### config.mk
export PLATFORM = sky130hd
export DESIGN_NAME = uart_tx_arbiter
export DESIGN_NICKNAME = d
export VERILOG_FILES = /design/src/rtl/uart_pkg.sv /design/src/rtl/rr_pick.sv /design/src/rtl/uart_tx_arbiter.sv
export SDC_FILE = /design/constraint.sdc
export NUM_CORES = 1
export LEC_CHECK = 0
export CAP_MARGIN = 0
export CORE_MARGIN = 2
export CORE_UTILIZATION = 35
export DETAILED_ROUTE_END_ITERATION = 10
export GPL_TIMING_DRIVEN = 0
export MAX_ROUTING_LAYER = met4
export PLACE_DENSITY = 0.62
export SYNTH_ARGS = -nofsm -noshare
export SYNTH_HDL_FRONTEND = slang
export SYNTH_SLANG_ARGS = --single-unit
### constraint.sdc
create_clock -name i_clk -period 2.1 [get_ports i_clk]
set_clock_uncertainty 0.05 [all_clocks]
set_input_delay 0.42 -clock i_clk [delete_from_list [all_inputs] [get_ports i_clk]]
set_output_delay 0.42 -clock i_clk [all_outputs]
set_load 0.01 [all_outputs]
### src/rtl/uart_pkg.sv
// Shared UART definitions: byte width and arbiter FSM state encoding.
// Latency: none (declarations only).
// Backpressure: not applicable.
package uart_pkg;

    localparam int BYTE_W = 8;

    typedef enum logic {
        ST_IDLE,
        ST_LOCKED
    } state_t;

endpackage

### src/rtl/rr_pick.sv
// Round-robin picker: first set request bit searching upward from ptr+1, wrapping modulo N.
// Latency: purely combinational.
// Backpressure: none; the caller decides when to register the winner.
module rr_pick #(
    parameter int N  = 2,
    parameter int IW = (N > 1) ? $clog2(N) : 1
) (
    input  logic [N-1:0]  req,
    input  logic [IW-1:0] ptr,
    output logic [N-1:0]  gnt,
    output logic [IW-1:0] idx,
    output logic          any
);

    // Scan candidates in priority order ptr+1, ptr+2, ..., ptr (the last-served source comes last).
    always_comb begin
        logic [IW-1:0] c;
        gnt = '0;
        idx = '0;
        any = 1'b0;
        c   = '0;
        for (int i = 1; i <= N; i++) begin
            c = IW'((int'(ptr) + i) % N);
            if (!any && req[c]) begin
                any    = 1'b1;
                gnt[c] = 1'b1;
                idx    = c;
            end
        end
    end

endmodule

### src/rtl/uart_tx_arbiter.sv
// Shares one serial transmitter between N_REQ byte sources; a grant is held for a whole message.
// Latency: request in IDLE at cycle n -> grant (and write if not busy) at n+1; writes at least 2 cycles apart.
// Backpressure: transmitter busy stalls the grantee (o_ready withheld); losers wait with valid held.
module uart_tx_arbiter
    import uart_pkg::*;
#(
    parameter int N_REQ        = 2,
    parameter int LOCK_TIMEOUT = 4800
) (
    input  logic                    i_clk,
    input  logic                    i_rst,
    input  logic [N_REQ-1:0]        i_valid,
    input  logic [BYTE_W*N_REQ-1:0] i_data,
    input  logic [N_REQ-1:0]        i_last,
    output logic [N_REQ-1:0]        o_ready,
    output logic                    o_wr,
    output logic [BYTE_W-1:0]       o_data,
    input  logic                    i_busy,
    output logic [N_REQ-1:0]        o_grant
);

    localparam int GW = $clog2(N_REQ);
    localparam int TW = (LOCK_TIMEOUT > 1) ? $clog2(LOCK_TIMEOUT) : 1;
    // Last idle count before the lock is dropped, and the saturation ceiling of the counter.
    localparam logic [TW-1:0] T_LIM = TW'(LOCK_TIMEOUT - 1);
    localparam logic [TW-1:0] T_SAT = '1;

    state_t           state, state_nxt;
    logic [GW-1:0]    g, g_nxt;          // current grant index
    logic [N_REQ-1:0] g_oh, g_oh_nxt;    // same grant, one-hot
    logic [GW-1:0]    p, p_nxt;          // last-served requester
    logic             h, h_nxt;          // one-cycle holdoff after each write
    logic [TW-1:0]    t, t_nxt;          // idle-cycle counter while locked
    logic             xfer;

    logic [N_REQ-1:0] pick_gnt;
    logic [GW-1:0]    pick_idx;
    logic             pick_any;

    logic [BYTE_W-1:0] lane [N_REQ];

    for (genvar r = 0; r < N_REQ; r++) begin : g_lane
        assign lane[r] = i_data[BYTE_W*r +: BYTE_W];
    end

    // Byte path follows the grant index at all times; only o_wr qualifies it.
    assign o_data = lane[g];

    rr_pick #(
        .N  (N_REQ),
        .IW (GW)
    ) u_pick (
        .req (i_valid),
        .ptr (p),
        .gnt (pick_gnt),
        .idx (pick_idx),
        .any (pick_any)
    );

    // Next-state and output decode: arbitrate in IDLE, move bytes / watch for end of message in LOCKED.
    always_comb begin
        state_nxt = state;
        g_nxt     = g;
        g_oh_nxt  = g_oh;
        p_nxt     = p;
        t_nxt     = t;
        xfer      = 1'b0;
        o_wr      = 1'b0;
        o_ready   = '0;
        o_grant   = '0;
        case (state)
            ST_IDLE: begin
                if (pick_any) begin
                    state_nxt = ST_LOCKED;
                    g_nxt     = pick_idx;
                    g_oh_nxt  = pick_gnt;
                    t_nxt     = '0;
                end
            end
            ST_LOCKED: begin
                o_grant = g_oh;
                // Reset gates the strobe so a requester never sees an accept that is then discarded.
                xfer    = i_valid[g] && !i_busy && !h && !i_rst;
                o_wr    = xfer;
                o_ready = xfer ? g_oh : '0;
                // Waiting on busy keeps valid high, so only genuine silence from the grantee counts.
                if (i_valid[g]) begin
                    t_nxt = '0;
                end else if (t != T_SAT) begin
                    t_nxt = t + 1'b1;
                end
                if (xfer && i_last[g]) begin
                    p_nxt     = g;
                    state_nxt = ST_IDLE;
                end else if (!i_valid[g] && (t == T_LIM)) begin
                    p_nxt     = g;
                    state_nxt = ST_IDLE;
                end
            end
            default: begin
                state_nxt = ST_IDLE;
            end
        endcase
        // The transmitter raises busy one cycle after a write; block that gap.
        h_nxt = xfer;
    end

    // State register; requester 0 wins the first arbitration after reset.
    always_ff @(posedge i_clk) begin
        if (i_rst) begin
            state <= ST_IDLE;
            g     <= '0;
            g_oh  <= '0;
            p     <= GW'(N_REQ - 1);
            h     <= 1'b0;
            t     <= '0;
        end else begin
            state <= state_nxt;
            g     <= g_nxt;
            g_oh  <= g_oh_nxt;
            p     <= p_nxt;
            h     <= h_nxt;
            t     <= t_nxt;
        end
    end

endmodule

==> flow_summary.json, run 1 <==
{
  "place_inst": 215,
  "cp_data_arrival_time_ns": 1.55,
  "antennaDiodeCount": 0,
  "hold_viol": 0,
  "design.core.area_um2": 3390,
  "nets": 203,
  "yosysUniqueCellTypes": 46,
  "wl_per_cell_um": 14.81,
  "drv_slew": 0,
  "drt_iter0_drc": 74,
  "root_buffer": "clkbuf_4",
  "io_buffers": 35,
  "outcome": "completed",
  "fin_setup_tns_ns": 0,
  "grtUsageTotal_pct": 18.02,
  "min_period_ns": 2.019,
  "cap_violations": 0,
  "die_height_um": 63.67,
  "clk_path_buf_depth": 2,
  "multi_input_area_um2": 824.5,
  "drive_gt1_share_pct": 24.72,
  "ys_warn_count": 0,
  "fin_cells": 224,
  "utilization_pct": 51.61,
  "dp_hpwl_um": 2462,
  "grt_pass1_wl_um": 5658,
  "clock_latency_ns": 0.30,
  "die_x_um": 63.67,
  "drc": 0,
  "cts_tree": "done",
  "synth_edf_count": 0,
  "power.density_nw_per_um2": 431.9,
  "seq_area_um2": 387.9,
  "synth_area_leaders": "dfxtp_1 (31%), mux2_2 (8.1%), a21oi_1 (3.2%)",
  "p_leak_nw": 0.6330,
  "ys.flop_type": "dfxtp_1",
  "max_freq_mhz": 495.2,
  "setup_viol": 0,
  "cts_max_level": 1,
  "path_class": "reg -> out",
  "syn-num-nets": 158,
  "avgSynthCellArea_um2": 9.300,
  "nFillCells": 309,
  "synth_top_area_share_pct": 30.52,
  "synth_area_um2": 1246,
  "timing.final.ws_setup_ns": 0.08076,
  "maxSlewHeadroom_pct": 53.86,
  "area_delta_synth_final_pct": 40.36,
  "vias": 1258,
  "ir_drop_mv": 0.1749,
  "startpoint_type": "flip-flop",
  "antenna_found_initial": 0,
  "wl_um": 3317,
  "synth_seq_cells": 19,
  "ys_seq_area_share_pct": 30.52,
  "row_count": 21,
  "required_ns": 1.63,
  "antenna_left": 0,
  "syn-instance-count": 134,
  "min_period_over_period_pct": 96.15,
  "vias_per_cell": 5.616,
  "ios": 36,
  "start_util_pct": 36.77,
  "cp_max_fo": 8,
  "globalplace.congestion": 0.8856,
  "gr-total-overflow": 0,
  "end_kind": "primary output",
  "async_flop_share_pct": 0,
  "dieArea_um2": 4054,
  "dr.pass1.iters": 4,
  "pre_cts_ws_ns": -0.6805,
  "grt_pass1_vias": 1214,
  "hold_path_class": "in -> reg",
  "grt_max_degree": 12,
  "hold_buffers": 0,
  "p_total_mw": 0.7554,
  "synth_area_leader_cell": "dfxtp_1",
  "cts_buffers": 3,
  "tightestPinTransition_ns": 0.6884,
  "numClockSinks": 19,
  "clk_pin_slew_ns": 0.11
}
==> timing repair <==
action | in CTS | in global routing
pin swaps | 2 | 2
resized for setup | 32 | 9
buffers inserted | 2 | 3
setup endpoints to repair | 13 | 13
==> per-stage QoR <==
step                      hold slack (ns)  area (µm²)
after floorplan                    0.3708        1246
after detailed placement           0.3986        1654
final                              0.3718        1749
after global routing               0.3791        1749
after CTS                          0.4302        1714
after global placement             0.3870        1654
==> layout by cell type (no fill, tap or decap), types with 5 or more instances in the layout <==
master,instances
clkdlybuf4s50_1,20
dfxtp_1,15
dlygate4sd2_1,11
nand2_1,10
mux2_2,9
a21oi_1,8
nand3_1,7
nor2_1,6
inv_1,5
buf_4,5
==> worst max-delay path, cell delays in order (launching register included) <==
cell and delay, ns:
dfxtp_2 0.36, buf_6 0.13, nand2b_4 0.06, nor4_4 0.35, buf_4 0.17, buf_4 0.09, buf_6 0.09
==> cells by family (layout without fill, tap and decap cells) <==
logic type      Yosys count  in the layout  share of synthesized area [%]
flops                    19             19                          30.52
compound gates           36             36                          23.49
mux                      14             14                          12.45
simple gates             52             52                          27.01
fa+ha+maj                 1              1                          1.004
buf+inv                  12             56                          5.522
==> layout make-up <==
type | instances | share of cell area, %
Buffer | 7 | 3.720
Clock inverter | 1 | 0.2861
Tap cell | 46 | 3.290
Inverter | 5 | 1.073
Clock buffer | 3 | 1.288
Multi-Input combinational cell | 103 | 47.14
Timing Repair Buffer | 40 | 21.03
Sequential cell | 19 | 22.17
==> flip-flops by register name, summed over array words and instances, names as in the netlist <==
register / count
g_oh: 2
h: 1
g: 1
state: 1
p: 1
t: 13
==> final timing paths <==
check	cells past startpoint	startpoint	end	slack, ns
worst max-delay path	6	state$_SDFF_PP0_	o_wr	0.08
worst min-delay path	3	i_busy	h$_SDFF_PP0_	0.37
worst max register to register	5	t[1]$_SDFFE_PP0P_	t[10]$_SDFFE_PP0P_	0.25
worst min register to register	2	g_oh[1]$_SDFFE_PP0P_	g_oh[1]$_SDFFE_PP0P_	0.44
==> power by group <==
group | switching (mW) | leakage, nW | total, mW | internal (mW)
Clock | 0.120 | 0.0177 | 0.191 | 0.0711
Sequential | 0.00995 | 0.156 | 0.378 | 0.368
Combinational | 0.0826 | 0.459 | 0.186 | 0.103
==> synth_stat cells (all sizes together) (2+ instances only) <==
| cell type | instances |
|---|---|
| a211o | 4 |
| a21oi | 10 |
| a311oi | 6 |
| a41oi | 3 |
| and2 | 5 |
| and3 | 3 |
| buf | 4 |
| clkbuf | 3 |
| dfxtp | 19 |
| inv | 5 |
| mux2 | 9 |
| mux2i | 5 |
| nand2 | 10 |
| nand2b | 4 |
| nand3 | 8 |
| nand4 | 3 |
| nor2 | 6 |
| nor3 | 5 |
| nor4 | 3 |
| o211ai | 3 |
| o21ai | 3 |
| or4b | 2 |
==> per-layer routing <==
metal	GRT usage (%)	part of all wire, %
met2	28.03	49
met5	-	0
met4	7.337	0.63
met3	2.500	4.6
met1	23.50	45
(Power assumes the default switching activity.)
==> run 2: changes to the inputs <==
--- a/config.mk
+++ b/config.mk
@@ -12,6 +12,9 @@
 export GPL_TIMING_DRIVEN = 0
 export MAX_ROUTING_LAYER = met4
 export PLACE_DENSITY = 0.62
+export SKIP_CTS_REPAIR_TIMING = 1
+export SKIP_LAST_GASP = 1
 export SYNTH_ARGS = -nofsm -noshare
 export SYNTH_HDL_FRONTEND = slang
 export SYNTH_SLANG_ARGS = --single-unit
+export TNS_END_PERCENT = 30
==> run 2 against run 1 <==
  * The flow now finishes with violations (negative setup slack)
  * Total power up 0.47%
  * Worst hold slack better by 0.068 ns
  * Via count down 1.5%
  * Largest cell class unchanged
  * Register-to-register slack worse by 0.19 ns
  * Count of clock-buffer cells in the layout unchanged
==> flow_summary.json, run 2 (same netlist as run 1, synthesis figures left out) <==
{
  "outcome": "finished with violations",
  "violations": "negative setup slack",
  "power.density_nw_per_um2": 435.2,
  "grt_max_degree": 12,
  "p_seq_share_pct": 49.7,
  "regMostFlops": "t",
  "nets": 200,
  "wl_um": 3302,
  "design.core.area_um2": 3390,
  "timing.final.ws_setup_ns": -0.04765,
  "min_period_ns": 2.148,
  "r2r_slack_ns": 0.06,
  "antenna_left": 0,
  "largestRegisters": "t x13, g_oh x2",
  "numClockSinks": 19,
  "setup_viol": 6,
  "drive_gt1_share_pct": 20.57,
  "wl_per_cell_um": 14.94,
  "holdPathStages": 2,
  "r2r_end": "t[4]$_SDFFE_PP0P_",
  "row_count": 21,
  "drt_iter0_drc": 89,
  "grt_pass1_wl_um": 5533,
  "min_to": "g_oh[1]$_SDFFE_PP0P_",
  "intPower_mw": 0.5455,
  "startpoint_type": "flip-flop",
  "clock_latency_ns": 0.31,
  "dr.pass1.iters": 4,
  "ios": 36,
  "vias": 1239,
  "dp_hpwl_um": 2462,
  "grt_pass1_vias": 1198,
  "vias_per_cell": 5.606,
  "final_cell_mix": "clkdlybuf4s50_1 (26), dfxtp_1 (18), nand2_1 (10)",
  "drc": 0,
  "drv_slew": 0,
  "cts_tree": "done",
  "min_period_over_period_pct": 102.3,
  "cp_max_fo": 10,
  "path_class": "reg -> out",
  "clk_pin_slew_ns": 0.12,
  "cts_max_level": 1,
  "comb_power_share_pct": 24.7,
  "tightestPinTransition_ns": 0.6643,
  "p_sw_share_pct": 28.13,
  "maxSlewHeadroom_pct": 55.47,
  "p_switching_mw": 0.2135,
  "met3_length_um": 163,
  "largest_reg_flops": 13,
  "hold_path_class": "reg -> reg",
  "wl_met1_um": 1507,
  "maxUsedRoutingLayer": "met4",
  "area_delta_synth_final_pct": 39.96,
  "cap_violations": 0,
  "clk_path_buf_depth": 2,
  "io_buffers": 35,
  "ir_drop_mv": 0.1774,
  "grtUsageTotal_pct": 17.63,
  "dr_wl_met2_um": 1568,
  "fin_area_um2": 1744,
  "pre_cts_ws_ns": -0.6805,
  "grt_setup_unrepaired": "true",
  "cp_data_arrival_time_ns": 1.68,
  "clock_power_share_pct": 25.6,
  "max_freq_mhz": 465.6,
  "die_x_um": 63.67,
  "start_util_pct": 36.77,
  "reg2regPathDepth": 5,
  "cp-startpoint": "g$_SDFFE_PP0P_",
  "hold_viol": 0,
  "final_common_cell": "clkdlybuf4s50_1",
  "worstHoldStart": "g_oh[1]$_SDFFE_PP0P_",
  "required_ns": 1.63,
  "root_buffer": "clkbuf_4",
  "antennaDiodeCount": 0,
  "die_height_um": 63.67,
  "timing.rr.start": "t[1]$_SDFFE_PP0P_",
  "gr-total-overflow": 0,
  "cts_buffers": 3,
  "antenna_found_initial": 0,
  "p_leak_nw": 0.6644,
  "end_kind": "primary output",
  "globalplace.congestion": 0.8856,
  "place_area_um2": 1654,
  "dieArea_um2": 4054
}
-- run 2: final cells by class --
cell class | count | area [µm²]
plain buffers | 7 | 61.31
clock buffers | 3 | 22.52
clock inverters | 1 | 5.005
fillers | 306 | 1645
inverters | 5 | 18.77
multi-input cells | 103 | 822.0
flip-flops and latches | 19 | 384.1
well taps | 46 | 57.56
repair buffers | 37 | 372.9
-- run 2: worst max path at each step --
| stage | endpoint | slack, ns | depth (start not counted) |
|---|---|---|---|
| after detailed placement | o_ready[0] | -0.68 | 5 |
| after global routing | t[7]$_SDFFE_PP0P_ | -0.11 | 5 |
| after CTS | o_ready[0] | -0.71 | 5 |
| final | o_data[2] | -0.05 | 3 |
| after global placement | o_ready[0] | -0.69 | 5 |
| after floorplan | t[10]$_SDFFE_PP0P_ | 0.34 | 5 |
-- run 2: layer usage --
metal / global-route usage, % / vias up
met4: 7.337 / 0
met5: - / -
li1: - / 598
met2: 27.37 / 42
met3: 2.500 / 7
met1: 22.95 / 592
-- run 2: power groups by stage --
stage	logic, mW	registers (mW)	clock network, mW
2_1_floorplan	0.0894	0.382	0
3_3_place_gp	0.178	0.384	0
3_5_place_dp	0.179	0.385	0
4_1_cts	0.181	0.377	0.198
5_1_grt	0.202	0.379	0.214
6_report	0.187	0.378	0.194
-- run 2: per-stage QoR --
step	std cells	power, mW	hold WS [ns]	setup TNS (ns)	utilization [%]
after detailed placement	215	0.5642	0.3986	-3.286	48.80
after global placement	215	0.5624	0.3870	-2.765	48.80
final	221	0.7590	0.4397	-0.2368	51.46
after global routing	221	0.7942	0.4540	-0.9724	51.46
after floorplan	134	0.4718	0.3708	0	-
after CTS	219	0.7556	0.4220	-5.445	49.61
-- run 2: critical path: stages, from the launching register on --
cell and delay (ns):
dfxtp_4 0.40, buf_6 0.15, mux2_2 0.34, clkdlybuf4s50_1 0.48
==> run 3: changes to the inputs <==
--- a/config.mk
+++ b/config.mk
@@ -6,7 +6,7 @@
 export NUM_CORES = 1
 export LEC_CHECK = 0
 export CAP_MARGIN = 0
-export CORE_MARGIN = 2
+export CORE_MARGIN = 8
 export CORE_UTILIZATION = 35
 export DETAILED_ROUTE_END_ITERATION = 10
 export GPL_TIMING_DRIVEN = 0
==> run 3 against run 2 <==
  * The run still ends with negative setup slack left
  * Via count shrank 1.1%
  * First-iteration DRC count fell by 31%
  * Utilization shrank 0.59 points
  * Highest routed layer unchanged
==> flow_summary.json, run 3 (same netlist as run 1, synthesis figures left out) <==
{
  "cts_buffers": 3,
  "ios": 36,
  "final_common_cell": "clkdlybuf4s50_1",
  "reg2regPathDepth": 5,
  "drive_gt1_share_pct": 18.50,
  "multi_input_area_um2": 813.3,
  "drt_iter0_drc": 61,
  "grt_pass1_vias": 1295,
  "dieArea_um2": 5726,
  "globalplace.congestion": 0.8904,
  "path_class": "reg -> out",
  "power.density_nw_per_um2": 438.8,
  "cp_data_arrival_time_ns": 1.64,
  "cts_max_level": 1,
  "holdPathStages": 2,
  "wl_um": 3453,
  "wl_per_cell_um": 15.77,
  "slowest_delay_ns": 0.49,
  "maxSlewHeadroom_pct": 53.65,
  "largestRegisters": "t x13, g_oh x2",
  "final_cell_mix": "clkdlybuf4s50_1 (27), dfxtp_1 (18), nand2_1 (10)",
  "met3_length_um": 108,
  "startpoint_type": "flip-flop",
  "crit_path_cell_trace": "buf_6, mux2_2, clkdlybuf4s50_1",
  "cp_max_fo": 10,
  "hold_path_class": "reg -> reg",
  "gr-total-overflow": 0,
  "drv_slew": 0,
  "outcome": "finished with violations",
  "clk_path_buf_depth": 2,
  "cts_tree": "done",
  "end_kind": "primary output",
  "grt_max_degree": 11,
  "drc": 0,
  "grtUsageTotal_pct": 13.46,
  "antenna_left": 0,
  "wl_met1_um": 1620,
  "cap_violations": 0,
  "min_period_over_period_pct": 100.5,
  "violations": "negative setup slack",
  "slowest_stage": "clkdlybuf4s50_1",
  "nFillCells": 327,
  "start_util_pct": 36.77,
  "fin_area_um2": 1724,
  "max_freq_mhz": 473.8,
  "required_ns": 1.63,
  "place_area_um2": 1654,
  "dr.pass1.iters": 4,
  "root_buffer": "clkbuf_4",
  "tightestPinTransition_ns": 0.6914,
  "seq_area_um2": 384.1,
  "hold_viol": 0,
  "grt_setup_unrepaired": "true",
  "p_total_mw": 0.7566,
  "clk_pin_slew_ns": 0.11,
  "vias_per_cell": 5.594,
  "clock_latency_ns": 0.30,
  "grt_pass1_wl_um": 5747,
  "antenna_found_initial": 0,
  "largest_reg_flops": 13,
  "r2r_slack_ns": 0.04,
  "design.core.area_um2": 3390,
  "nets": 198,
  "p_leak_nw": 0.6569,
  "die_height_um": 75.67,
  "io_buffers": 35,
  "regMostFlops": "t",
  "timing.final.ws_setup_ns": -0.01061,
  "min_period_ns": 2.111,
  "maxUsedRoutingLayer": "met4",
  "vias": 1225,
  "row_count": 21,
  "ir_drop_mv": 0.1974,
  "antennaDiodeCount": 0,
  "dp_hpwl_um": 2704,
  "area_delta_synth_final_pct": 38.35,
  "dr_wl_met2_um": 1667,
  "die_x_um": 75.67,
  "setup_viol": 6,
  "numClockSinks": 19
}
run 3: changes by cell type in the layout (fill, tap and decap cells not counted):
cell             delta
buf_4               -2
buf_2               -1
clkbuf_1            +1
clkdlybuf4s50_1     +1
clkinv_2            -1
mux2i_2             +1
mux2i_4             -1
run 3: layer usage:
layer	track usage, %	vias to the layer above
met3	1.842	4
met1	15.73	585
met5	-	-
met4	7.463	0
li1	-	595
met2	21.76	41
run 3: worst paths after layout:
check | startpoint | to
min | g_oh[1]$_SDFFE_PP0P_ | g_oh[1]$_SDFFE_PP0P_
min reg2reg | g_oh[1]$_SDFFE_PP0P_ | g_oh[1]$_SDFFE_PP0P_
max | g$_SDFFE_PP0P_ | o_data[0]
max reg2reg | t[0]$_SDFFE_PP0P_ | t[10]$_SDFFE_PP0P_
run 3: power breakdown:
| part | switching [mW] | internal (mW) | leakage, nW |
|---|---|---|---|
| logic | 0.0799 | 0.105 | 0.487 |
| registers | 0.00886 | 0.368 | 0.155 |
| clock network | 0.121 | 0.0739 | 0.0150 |
run 3: final cells by class:
type	count	area share, %
plain buffers	7	3.556
flip-flops and latches	19	22.28
multi-input cells	103	47.17
inverters	5	1.089
well taps	46	3.338
repair buffers	35	21.05
clock buffers	4	1.524
run 3: worst max-delay path, delay by kind of cell, from the launching register on:
| kind | cells | cell delay (ns) |
|---|---|---|
| buffers and inverters | 2 | 0.63 |
| DFF | 1 | 0.39 |
| muxes | 1 | 0.33 |
run 3: metrics by stage:
| step | hold WS (ns) | TNS (ns) | instances | worst slack (ns) | util (%) |
|---|---|---|---|---|---|
| final | 0.4218 | -0.04533 | 219 | -0.01061 | 50.87 |
| after global routing | 0.4438 | -0.6348 | 219 | -0.08492 | 50.87 |
| after CTS | 0.4175 | -5.183 | 219 | -0.6408 | 49.58 |
| after detailed placement | 0.4002 | -3.286 | 215 | -0.6408 | 48.80 |
| after global placement | 0.3876 | -2.858 | 215 | -0.6800 | 48.80 |
| after floorplan | 0.3708 | 0 | 134 | 0.3389 | - |
